### src/rtl/latency_stats_pkg.sv
// Shared constants for latency_stats: frame geometry, field byte offsets and
// readout FSM encoding.
package latency_stats_pkg;

  localparam int FRAME_LEN = 31;
  localparam int IDX_W     = 5;

  localparam int OFS_CNT  = 0;
  localparam int OFS_AMIN = 2;
  localparam int OFS_AMAX = 6;
  localparam int OFS_ASUM = 10;
  localparam int OFS_BMIN = 16;
  localparam int OFS_BMAX = 20;
  localparam int OFS_BSUM = 24;
  localparam int OFS_CHK  = 30;

  // Frame field widths in bits (wire format, independent of RTL parameters)
  localparam int FW_CNT = 16;
  localparam int FW_LAT = 32;
  localparam int FW_SUM = 48;

  typedef enum logic {
    IDLE = 1'b0,
    SEND = 1'b1
  } state_e;

endpackage

### src/rtl/latency_stats_channel.sv
// One latency channel: live min/max/sum plus a snapshot copy taken on snap.
module latency_stats_channel #(
  parameter int LAT_W = 32,
  parameter int SUM_W = 48
) (
  input  logic             clk,
  input  logic             rst,
  input  logic             sample_en,
  input  logic             clear,
  input  logic             snap,
  input  logic [LAT_W-1:0] x,
  output logic [LAT_W-1:0] snap_min,
  output logic [LAT_W-1:0] snap_max,
  output logic [SUM_W-1:0] snap_sum
);

  logic [LAT_W-1:0] min_q, min_d, max_q, max_d;
  logic [SUM_W-1:0] sum_q, sum_d;
  logic [LAT_W-1:0] smin_q, smin_d, smax_q, smax_d;
  logic [SUM_W-1:0] ssum_q, ssum_d;

  // NOTE: every always_comb output gets a default first so no path leaves it
  // unassigned; otherwise synthesis infers a latch.
  always_comb begin
    min_d = min_q;
    max_d = max_q;
    sum_d = sum_q;
    if (clear) begin
      min_d = '1;
      max_d = '0;
      sum_d = '0;
    end else if (sample_en) begin
      min_d = (x < min_q) ? x : min_q;
      max_d = (x > max_q) ? x : max_q;
      sum_d = sum_q + SUM_W'(x);
    end
  end

  // Snapshot captures the pre-update live values, so a coincident sample
  // lands only in the live registers.
  always_comb begin
    smin_d = snap ? min_q : smin_q;
    smax_d = snap ? max_q : smax_q;
    ssum_d = snap ? sum_q : ssum_q;
  end

  // NOTE: sequential state uses non-blocking assignments so every flop samples
  // the pre-edge values of its neighbours.
  always_ff @(posedge clk) begin
    if (rst) begin
      min_q  <= '1;
      max_q  <= '0;
      sum_q  <= '0;
      smin_q <= '1;
      smax_q <= '0;
      ssum_q <= '0;
    end else begin
      min_q  <= min_d;
      max_q  <= max_d;
      sum_q  <= sum_d;
      smin_q <= smin_d;
      smax_q <= smax_d;
      ssum_q <= ssum_d;
    end
  end

  assign snap_min = smin_q;
  assign snap_max = smax_q;
  assign snap_sum = ssum_q;

endmodule

### src/rtl/latency_stats.sv
// Running latency statistics with a 31-byte little-endian snapshot frame
// streamed one byte per rd_next pulse.
module latency_stats
  import latency_stats_pkg::*;
#(
  parameter int LAT_W = 32,
  parameter int CNT_W = 16,
  parameter int SUM_W = 48
) (
  input  logic             clk,
  input  logic             rst,
  input  logic             sample_valid,
  input  logic [LAT_W-1:0] int_ack_lat,
  input  logic [LAT_W-1:0] spi_lat,
  input  logic             clear,
  input  logic             rd_start,
  input  logic             rd_next,
  output logic [7:0]       rd_byte,
  output logic             rd_active,
  output logic [CNT_W-1:0] sample_cnt,
  output logic             saturated
);

  localparam logic [CNT_W-1:0] CNT_MAX = '1;

  logic [CNT_W-1:0] count_q, count_d, snap_cnt_q, snap_cnt_d;
  logic             saturated_q, saturated_d;
  logic             sample_en, snap;

  state_e           state_q, state_d;
  logic [IDX_W-1:0] index_q, index_d, idx_inc;
  logic [7:0]       checksum_q, checksum_d, chk_upd;
  logic [7:0]       rd_byte_q, rd_byte_d, next_byte;
  logic             rd_active_q, rd_active_d;

  logic [LAT_W-1:0] a_snap_min, a_snap_max, b_snap_min, b_snap_max;
  logic [SUM_W-1:0] a_snap_sum, b_snap_sum;
  logic [8*(FRAME_LEN-1)-1:0] frame_vec;

  assign sample_en = sample_valid && !clear && (count_q != CNT_MAX);

  latency_stats_channel #(.LAT_W(LAT_W), .SUM_W(SUM_W)) u_chan_a (
    .clk      (clk),
    .rst      (rst),
    .sample_en(sample_en),
    .clear    (clear),
    .snap     (snap),
    .x        (int_ack_lat),
    .snap_min (a_snap_min),
    .snap_max (a_snap_max),
    .snap_sum (a_snap_sum)
  );

  latency_stats_channel #(.LAT_W(LAT_W), .SUM_W(SUM_W)) u_chan_b (
    .clk      (clk),
    .rst      (rst),
    .sample_en(sample_en),
    .clear    (clear),
    .snap     (snap),
    .x        (spi_lat),
    .snap_min (b_snap_min),
    .snap_max (b_snap_max),
    .snap_sum (b_snap_sum)
  );

  always_comb begin
    count_d     = count_q;
    saturated_d = saturated_q;
    if (clear) begin
      count_d     = '0;
      saturated_d = 1'b0;
    end else if (sample_en) begin
      count_d     = count_q + 1'b1;
      saturated_d = (count_q == CNT_MAX - 1'b1);
    end
  end

  // Fixed wire-format layout of bytes 0-29 built from the snapshot registers.
  always_comb begin
    frame_vec = '0;
    frame_vec[OFS_CNT*8  +: FW_CNT] = FW_CNT'(snap_cnt_q);
    frame_vec[OFS_AMIN*8 +: FW_LAT] = FW_LAT'(a_snap_min);
    frame_vec[OFS_AMAX*8 +: FW_LAT] = FW_LAT'(a_snap_max);
    frame_vec[OFS_ASUM*8 +: FW_SUM] = FW_SUM'(a_snap_sum);
    frame_vec[OFS_BMIN*8 +: FW_LAT] = FW_LAT'(b_snap_min);
    frame_vec[OFS_BMAX*8 +: FW_LAT] = FW_LAT'(b_snap_max);
    frame_vec[OFS_BSUM*8 +: FW_SUM] = FW_SUM'(b_snap_sum);
  end

  // Byte presented after an advance; the checksum byte is the updated XOR.
  assign idx_inc   = index_q + 1'b1;
  assign chk_upd   = checksum_q ^ rd_byte_q;
  assign next_byte = (idx_inc == IDX_W'(OFS_CHK)) ? chk_upd
                                                  : frame_vec[{idx_inc, 3'b000} +: 8];

  always_comb begin
    state_d     = state_q;
    index_d     = index_q;
    checksum_d  = checksum_q;
    rd_byte_d   = rd_byte_q;
    rd_active_d = rd_active_q;
    snap        = 1'b0;
    snap_cnt_d  = snap_cnt_q;
    unique case (state_q)
      IDLE: begin
        if (rd_start) begin
          snap        = 1'b1;
          snap_cnt_d  = count_q;
          index_d     = '0;
          checksum_d  = '0;
          state_d     = SEND;
          rd_active_d = 1'b1;
          // Snapshot is not loaded yet, so byte 0 comes from the live count.
          rd_byte_d   = 8'(count_q);
        end
      end
      SEND: begin
        if (rd_next) begin
          if (index_q == IDX_W'(OFS_CHK)) begin
            state_d     = IDLE;
            index_d     = '0;
            rd_active_d = 1'b0;
            rd_byte_d   = '0;
          end else begin
            index_d    = idx_inc;
            checksum_d = chk_upd;
            rd_byte_d  = next_byte;
          end
        end
      end
      default: state_d = IDLE;
    endcase
  end

  always_ff @(posedge clk) begin
    if (rst) begin
      count_q     <= '0;
      snap_cnt_q  <= '0;
      saturated_q <= 1'b0;
      state_q     <= IDLE;
      index_q     <= '0;
      checksum_q  <= '0;
      rd_byte_q   <= '0;
      rd_active_q <= 1'b0;
    end else begin
      count_q     <= count_d;
      snap_cnt_q  <= snap_cnt_d;
      saturated_q <= saturated_d;
      state_q     <= state_d;
      index_q     <= index_d;
      checksum_q  <= checksum_d;
      rd_byte_q   <= rd_byte_d;
      rd_active_q <= rd_active_d;
    end
  end

  assign rd_byte    = rd_byte_q;
  assign rd_active  = rd_active_q;
  assign sample_cnt = count_q;
  assign saturated  = saturated_q;

endmodule

### config.mk
export PLATFORM = sky130hd
export DESIGN_NAME = latency_stats
export DESIGN_NICKNAME = d
export VERILOG_FILES = /design/src/rtl/latency_stats_pkg.sv /design/src/rtl/latency_stats_channel.sv /design/src/rtl/latency_stats.sv
export SDC_FILE = /design/constraint.sdc
export NUM_CORES = 1
export LEC_CHECK = 0
export CORE_UTILIZATION = 60
export DETAILED_ROUTE_END_ITERATION = 8
export GPL_TIMING_DRIVEN = 0
export PLACE_DENSITY = 0.84
export SYNTH_ARGS = -nofsm -noshare
export SYNTH_HDL_FRONTEND = slang
export SYNTH_SLANG_ARGS = --single-unit
### constraint.sdc
create_clock -name clk -period 9.3 [get_ports clk]
set_input_delay 1.86 -clock clk [delete_from_list [all_inputs] [get_ports clk]]
set_output_delay 1.86 -clock clk [all_outputs]
set_load 0.02 [all_outputs]
==> out/summary.txt, run 1 <==
Placeable Area - 43270 sq um
share of the synthesized area in the top cell type - 0.3812
global-route wire length before repair - 135.5 mm
Fill cells - 3458
Root Buffer - clkbuf_16
Resized cells post-CTS - 0
CTS max path bufs - 3
routed vias - 25200
fraction of registers with async set or reset after synthesis - 0
Crit Path Max Fanout - 10
TritonCTS Buffers - 51
largest stage delay on the critical path - 0.76 ns
CP max stage cell - buf_1
leading cell type in the layout, fill and taps excluded - nand2_1
post-layout util - 0.6926
synth warn - 0
Top-Level Pins - 96
number of cells produced by synthesis - 3210
f_max - 0.1802 GHz
worst min-delay path category - reg -> reg
antenna viol nets, final - 0
clock sinks - 504
critical path data required time - 9.76 ns
row cnt - 76
Seq/Total Area, Yosys - 0.3812
initial antenna violation count - 1
Slew HR - 0.1981
WP data arrival - 6.01 ns
Hold Buf Count CTS - 0
Final Cycle Share - 0.5966
Final Max Slew Viols - 0
kind of critical path - reg -> reg
syn_nets - 3477
Top FF cell, synth - dfxtp_1
Skew-Pair Late Insertion Delay - 0.61 ns
total setup buffers inserted after CTS - 0
Buf/Inv on CP - 7
non-filler cells, final - 3984
Die W - 212.0 um
post-synth cell types - 67
Inst Count DP - 3890
Post-synth EDFFs - 0
Leakage - 12.25 nW
most frequent cells in the layout - nand2_1 (684), dfxtp_1 (504), a21oi_1 (332)
Starting Density - 0.6118
Via density - 6.324
Die Span Y - 212.0 um
global-route usage over all layers - 0.3977
GP Congestion - 1.024
GRT overflow - 0
wire length per cell - 22.49 um
PD cells - 174.0 nW/um^2
Mapped Avg Cell Area - 8.247 sq um
Clk pin slew, worst setup/hold paths - 0.07 ns
Setup violations, final - 0
Worst-Margin Slew - 1.203 ns
final instance area - 29970 sq um
Critical Path, Cell by Cell - clkbuf_1 > buf_2 > buf_2 > buf_2 > inv_1 > ha_1 > clkbuf_1 > buf_1 > mux4_2 > nand2_1 > nand2_1 > o211ai_1 > o211ai_1 > o211ai_1 > a211oi_1
CP startpoint kind - flop
vias in the first global route - 23600
clock skew - 0.01591 ns
RSZ-0062 raised after global routing - no
ranking of synthesized cells by area - dfxtp_1 (38%), nand2_1 (9.7%), ha_1 (9.2%)
drt first pass iters - 6
Detailed Route WL - 89.59 mm
PortBufs - 95
area delta synth->final - 13.20%
DIE AREA - 44960 sq um
Final Critical Period - 5.549 ns
Post-Syn Area - 26470 sq um
largest net degree at the start of global routing - 15
final hold vios - 0
CTS tree - done
run status - completed
drt drc - 0
Yosys top cell by area - dfxtp_1
# Max-Cap Violations - 0
H-tree Lvls - 2
fraction of layout cells with a size suffix above 1 - 0.05327
VDD IR max - 147.4 uV
Critical Path Sink Type - flop
Post-Route Setup TNS - 0 ns
Total Power - 0.005214 W
DPL Wire Length - 68.16 mm
fin nets - 3625
placed instance area - 28150 sq um
CP top delay family - buffers and inverters
#FFs+latches synth - 504
initial DRC count - 2750
-- registers in the layout, indices dropped and copies added, names as in the netlist, 16 cells and up --
name and flops:
u_chan_b.snap_sum 48, sample_cnt 16, u_chan_a.max_q 32, u_chan_a.min_q 32, u_chan_b.max_q 32, u_chan_b.min_q 32, u_chan_a.snap_min 32, u_chan_b.snap_max 32
u_chan_a.snap_sum 48, u_chan_b.snap_min 32, snap_cnt_q 16, u_chan_a.sum_q 48, u_chan_b.sum_q 48, u_chan_a.snap_max 32
-- path summary, 6_finish.rpt --
check | start | end | slack (ns) | cells after the start
max reg2reg | index_q[0] | rd_byte[1] | 3.75 | 15
min reg2reg | u_chan_b.snap_sum[20] | u_chan_b.snap_sum[20] | 0.45 | 2
min | u_chan_b.snap_sum[20] | u_chan_b.snap_sum[20] | 0.45 | 2
max | index_q[0] | rd_byte[1] | 3.75 | 15
-- per-stage QoR --
step | hold WS, ns | setup WS (ns)
3_5_place_dp | 0.4472 | 3.692
4_1_cts | 0.4560 | 4.009
3_3_place_gp | 0.4388 | 3.822
6_report | 0.4543 | 3.751
5_1_grt | 0.4734 | 3.604
2_1_floorplan | 0.4320 | 5.083
-- area by class of cell --
cell class              count  area, sq um  share of cell area
well taps                 585        732.0             0.02443
flip-flops and latches    504        10090              0.3367
diodes                      1        2.502          0.00008351
clock buffers              75         1529             0.05103
repair buffers             95        950.9             0.03173
plain buffers             194        759.5             0.02535
clock inverters            18        279.0            0.009311
inverters                 145        544.3             0.01816
multi-input cells        2367        15080              0.5032
-- logic make-up after synthesis --
family,share of synthesized area
xor+xnor,0.03408
flops,0.3812
mux,0.07487
compound gates,0.1643
simple gates,0.2026
buf+inv,0.04925
fa+ha+maj,0.09368
-- synthesized netlist by cell type, types with 6 or more instances --
cell type / number
a211oi_1: 32
a21o_1: 81
a21oi_1: 332
a31oi_1: 70
and2_1: 6
and3_1: 18
and4_1: 8
buf_1: 6
buf_2: 25
clkbuf_1: 163
dfxtp_1: 504
ha_1: 195
inv_1: 144
mux2i_1: 72
mux4_2: 56
nand2_1: 684
nand2b_1: 8
nand3_1: 67
nand3b_1: 73
nand4_1: 49
nor2_1: 190
nor2b_1: 6
nor3_1: 79
o211ai_1: 37
o21a_1: 15
o21ai_0: 106
or3_1: 15
xnor2_1: 43
xor2_1: 60
-- worst min-delay path, stage by stage, from the launching register on --
cell     delay (ns)
dfxtp_1        0.31
nand2_1        0.05
a21oi_1        0.05
-- routing by layer --
metal,global-route usage,share of wire,vias up
met5,0,0.00015,-
li1,-,-,11490
met1,0.5488,0.41,12100
met3,0.07976,0.11,248
met4,0.1697,0.042,2
met2,0.6042,0.43,1361
-- where the power goes --
part	total (W)	switching [W]	internal (W)	leakage, nW
Combinational	0.000707	0.000460	0.000247	7.28
Sequential	0.00227	0.0000513	0.00222	4.09
Clock	0.00224	0.000907	0.00133	0.879
Total	0.00521	0.00142	0.00380	12.2
No activity file was read; power rests on OpenSTA's default activity.
==> inputs of run 2 (changes only) <==
--- a/config.mk
+++ b/config.mk
@@ -5,10 +5,10 @@
 export SDC_FILE = /design/constraint.sdc
 export NUM_CORES = 1
 export LEC_CHECK = 0
-export CORE_UTILIZATION = 60
+export CORE_UTILIZATION = 56
 export DETAILED_ROUTE_END_ITERATION = 8
 export GPL_TIMING_DRIVEN = 0
-export PLACE_DENSITY = 0.84
+export PLACE_DENSITY = 0.83
 export SYNTH_ARGS = -nofsm -noshare
 export SYNTH_HDL_FRONTEND = slang
 export SYNTH_SLANG_ARGS = --single-unit
==> constraint.sdc (replaced) <==
create_clock -name clk -period 4.7 [get_ports clk]
set_input_delay 0.94 -clock clk [delete_from_list [all_inputs] [get_ports clk]]
set_output_delay 0.94 -clock clk [all_outputs]
set_load 0.02 [all_outputs]
==> out/summary.txt, run 2 (synthesis results as in run 1) <==
Die W - 219.4 um (was 212.0 um)
Setup violations, final - 0 (unchanged)
fraction of layout cells with a size suffix above 1 - 0.05582 (was 0.05327)
Top-Level Pins - 96 (unchanged)
run status - completed (unchanged)
Starting Density - 0.5686 (was 0.6118)
clock skew - 0.02305 ns (was 0.01591 ns)
Inst Count DP - 3912 (was 3890)
critical path data required time - 5.16 ns (was 9.76 ns)
largest net degree at the start of global routing - 14 (was 15)
worst r2r path cells - 14 (was 15)
PD cells - 341.6 nW/um^2 (was 174.0 nW/um^2)
Hold WS - 0.4530 ns (was 0.4543 ns)
kind of critical path - reg -> reg (unchanged)
row cnt - 79 (was 76)
GRT overflow - 0 (unchanged)
CTS max path bufs - 3 (unchanged)
Critical Path, Cell by Cell - clkbuf_1 > clkbuf_4 > clkbuf_4 > buf_2 > inv_1 > ha_2 > clkbuf_1 > mux4_2 > nand2_1 > nand2_1 > o211ai_1 > o211ai_1 > o211ai_1 > a211oi_1 (was clkbuf_1 > buf_2 > buf_2 > buf_2 > inv_1 > ha_1 > clkbuf_1 > buf_1 > mux4_2 > nand2_1 > nand2_1 > o211ai_1 > o211ai_1 > o211ai_1 > a211oi_1)
WP data arrival - 5.02 ns (was 6.01 ns)
diode count - 0 (was 1)
f_max - 0.2195 GHz (was 0.1802 GHz)
reg2reg end - rd_byte[3] (was rd_byte[1])
drt first pass iters - 8 (was 6)
most frequent cells in the layout - nand2_1 (684), dfxtp_1 (504), a21oi_1 (332) (unchanged)
Post-Place Worst Slack - -0.3577 ns (was 3.692 ns)
initial DRC count - 3045 (was 2750)
Root Buffer - clkbuf_16 (unchanged)
Detailed Route WL - 84.49 mm (was 89.59 mm)
crit path from - index_q[0] (unchanged)
Worst-Margin Slew - 1.206 ns (was 1.203 ns)
CP max stage cell - clkbuf_1 (was buf_1)
drt drc - 0 (unchanged)
Die Span Y - 219.4 um (was 212.0 um)
routed vias - 24810 (was 25200)
Clk pin slew, worst setup/hold paths - 0.06 ns (was 0.07 ns)
hold path depth - 2 (unchanged)
Final Critical Period - 4.556 ns (was 5.549 ns)
non-filler cells, final - 4011 (was 3984)
Final Max Slew Viols - 0 (unchanged)
DIE AREA - 48150 sq um (was 44960 sq um)
GP Congestion - 1.019 (was 1.024)
slack of the worst reg-to-reg path - 0.14 ns (was 3.75 ns)
placed instance area - 28180 sq um (was 28150 sq um)
H-tree Lvls - 2 (unchanged)
Placeable Area - 46560 sq um (was 43270 sq um)
fin nets - 3627 (was 3625)
global-route usage over all layers - 0.3490 (was 0.3977)
# Max-Cap Violations - 0 (unchanged)
Crit Path Max Fanout - 10 (unchanged)
GRT busiest layer - met2 (unchanged)
Slew HR - 0.1962 (was 0.1981)
PortBufs - 95 (unchanged)
worst min-delay path category - reg -> reg (unchanged)
CTS tree - done (unchanged)
Skew-Pair Late Insertion Delay - 0.62 ns (was 0.61 ns)
CP startpoint kind - flop (unchanged)
GRT met2 Usage - 0.5202 (was 0.6042)
Setup WS post-layout - 0.1440 ns (was 3.751 ns)
leading cell type in the layout, fill and taps excluded - nand2_1 (unchanged)
TritonCTS Buffers - 53 (was 51)
most used cell along the critical path - o211ai_1
global-route wire length before repair - 129.0 mm (was 135.5 mm)
wire length per cell - 21.06 um (was 22.49 um)
final instance area - 30010 sq um (was 29970 sq um)
Via density - 6.186 (was 6.324)
largest stage delay on the critical path - 0.67 ns (was 0.76 ns)
Critical Path Sink Type - flop (unchanged)
vias in the first global route - 22870 (was 23600)
Min-Delay Startpoint - u_chan_a.snap_max[26] (was u_chan_b.snap_sum[20])
Worst R2R Start - index_q[0] (unchanged)
final hold vios - 0 (unchanged)
area delta synth->final - 13.37% (was 13.20%)
met3 GRT Util - 0.08455 (was 0.07976)
Leakage - 12.26 nW (was 12.25 nW)
met1 Use GR - 0.4697 (was 0.5488)
VDD IR max - 321.5 uV (was 147.4 uV)
RSZ-0062 raised after global routing - no (unchanged)
antenna viol nets, final - 0 (unchanged)
DPL Wire Length - 62.90 mm (was 68.16 mm)
initial antenna violation count - 2 (was 1)
Hold Path Sink - u_chan_a.snap_max[26] (was u_chan_b.snap_sum[20])
clock sinks - 504 (unchanged)
Final Cycle Share - 0.9694 (was 0.5966)
run 2: changes by cell type in the layout (fill, tap and decap cells not counted), sizes merged:
cell | before | now
clkbuf | 238 | 246
bufinv | 7 | 4
clkinv | 7 | 10
buf | 31 | 29
clkinvlp | 4 | 3
diode | 1 | 0
inv | 145 | 146
run 2: layout make-up:
type	instances	area (sq um)
tap	607	759.5
sequential	504	10090
multi-input combinational	2367	15080
clock inverter	18	211.5
clock buffer	81	1604
inverter	145	544.3
timing repair buffer	95	950.9
fill	3780	16540
buffer	194	770.7
run 2: worst max path at each step:
stage / to / slack, ns
final: rd_byte[3] / 0.14
after floorplan: rd_byte[6] / 1.25
after detailed placement: rd_byte[0] / -0.36
after CTS: rd_byte[0] / 0.05
after global routing: rd_byte[3] / 0.09
after global placement: rd_byte[0] / -0.34
run 2: power by group:
part	internal [W]	switching, W
sequential	0.00439	0.000102
clock	0.00257	0.00182
combinational	0.000488	0.000881
total	0.00745	0.00280
run 2: metrics by stage:
step           setup TNS, ns  utilization  total power, W
5_1_grt                    0       0.6446         0.01053
3_5_place_dp          -2.529       0.6053        0.005894
2_1_floorplan              0            -        0.005410
4_1_cts                    0       0.6445         0.01019
3_3_place_gp          -2.540       0.6053        0.005870
6_report                   0       0.6446         0.01025
run 2: worst max-delay path: cells and delay by family, from the launching register on:
family          cells  cell delay (ns)
buf+inv             6             2.13
compound gates      4             0.73
fa+ha+maj           1             0.49
mux                 1             0.44
flops               1             0.38
simple gates        2             0.19
run 2: timing repair:
item                       in CTS  in global routing
setup endpoints to repair       8                  8
buffers inserted                0                  0
gates resized for setup         5                  3
hold buffers                    0                  0
run 2: layer usage:
layer,share of wire,wire length (um)
met1,0.41,34910
met5,0.00015,13
met2,0.42,35900
met4,0.050,4252
met3,0.11,9409
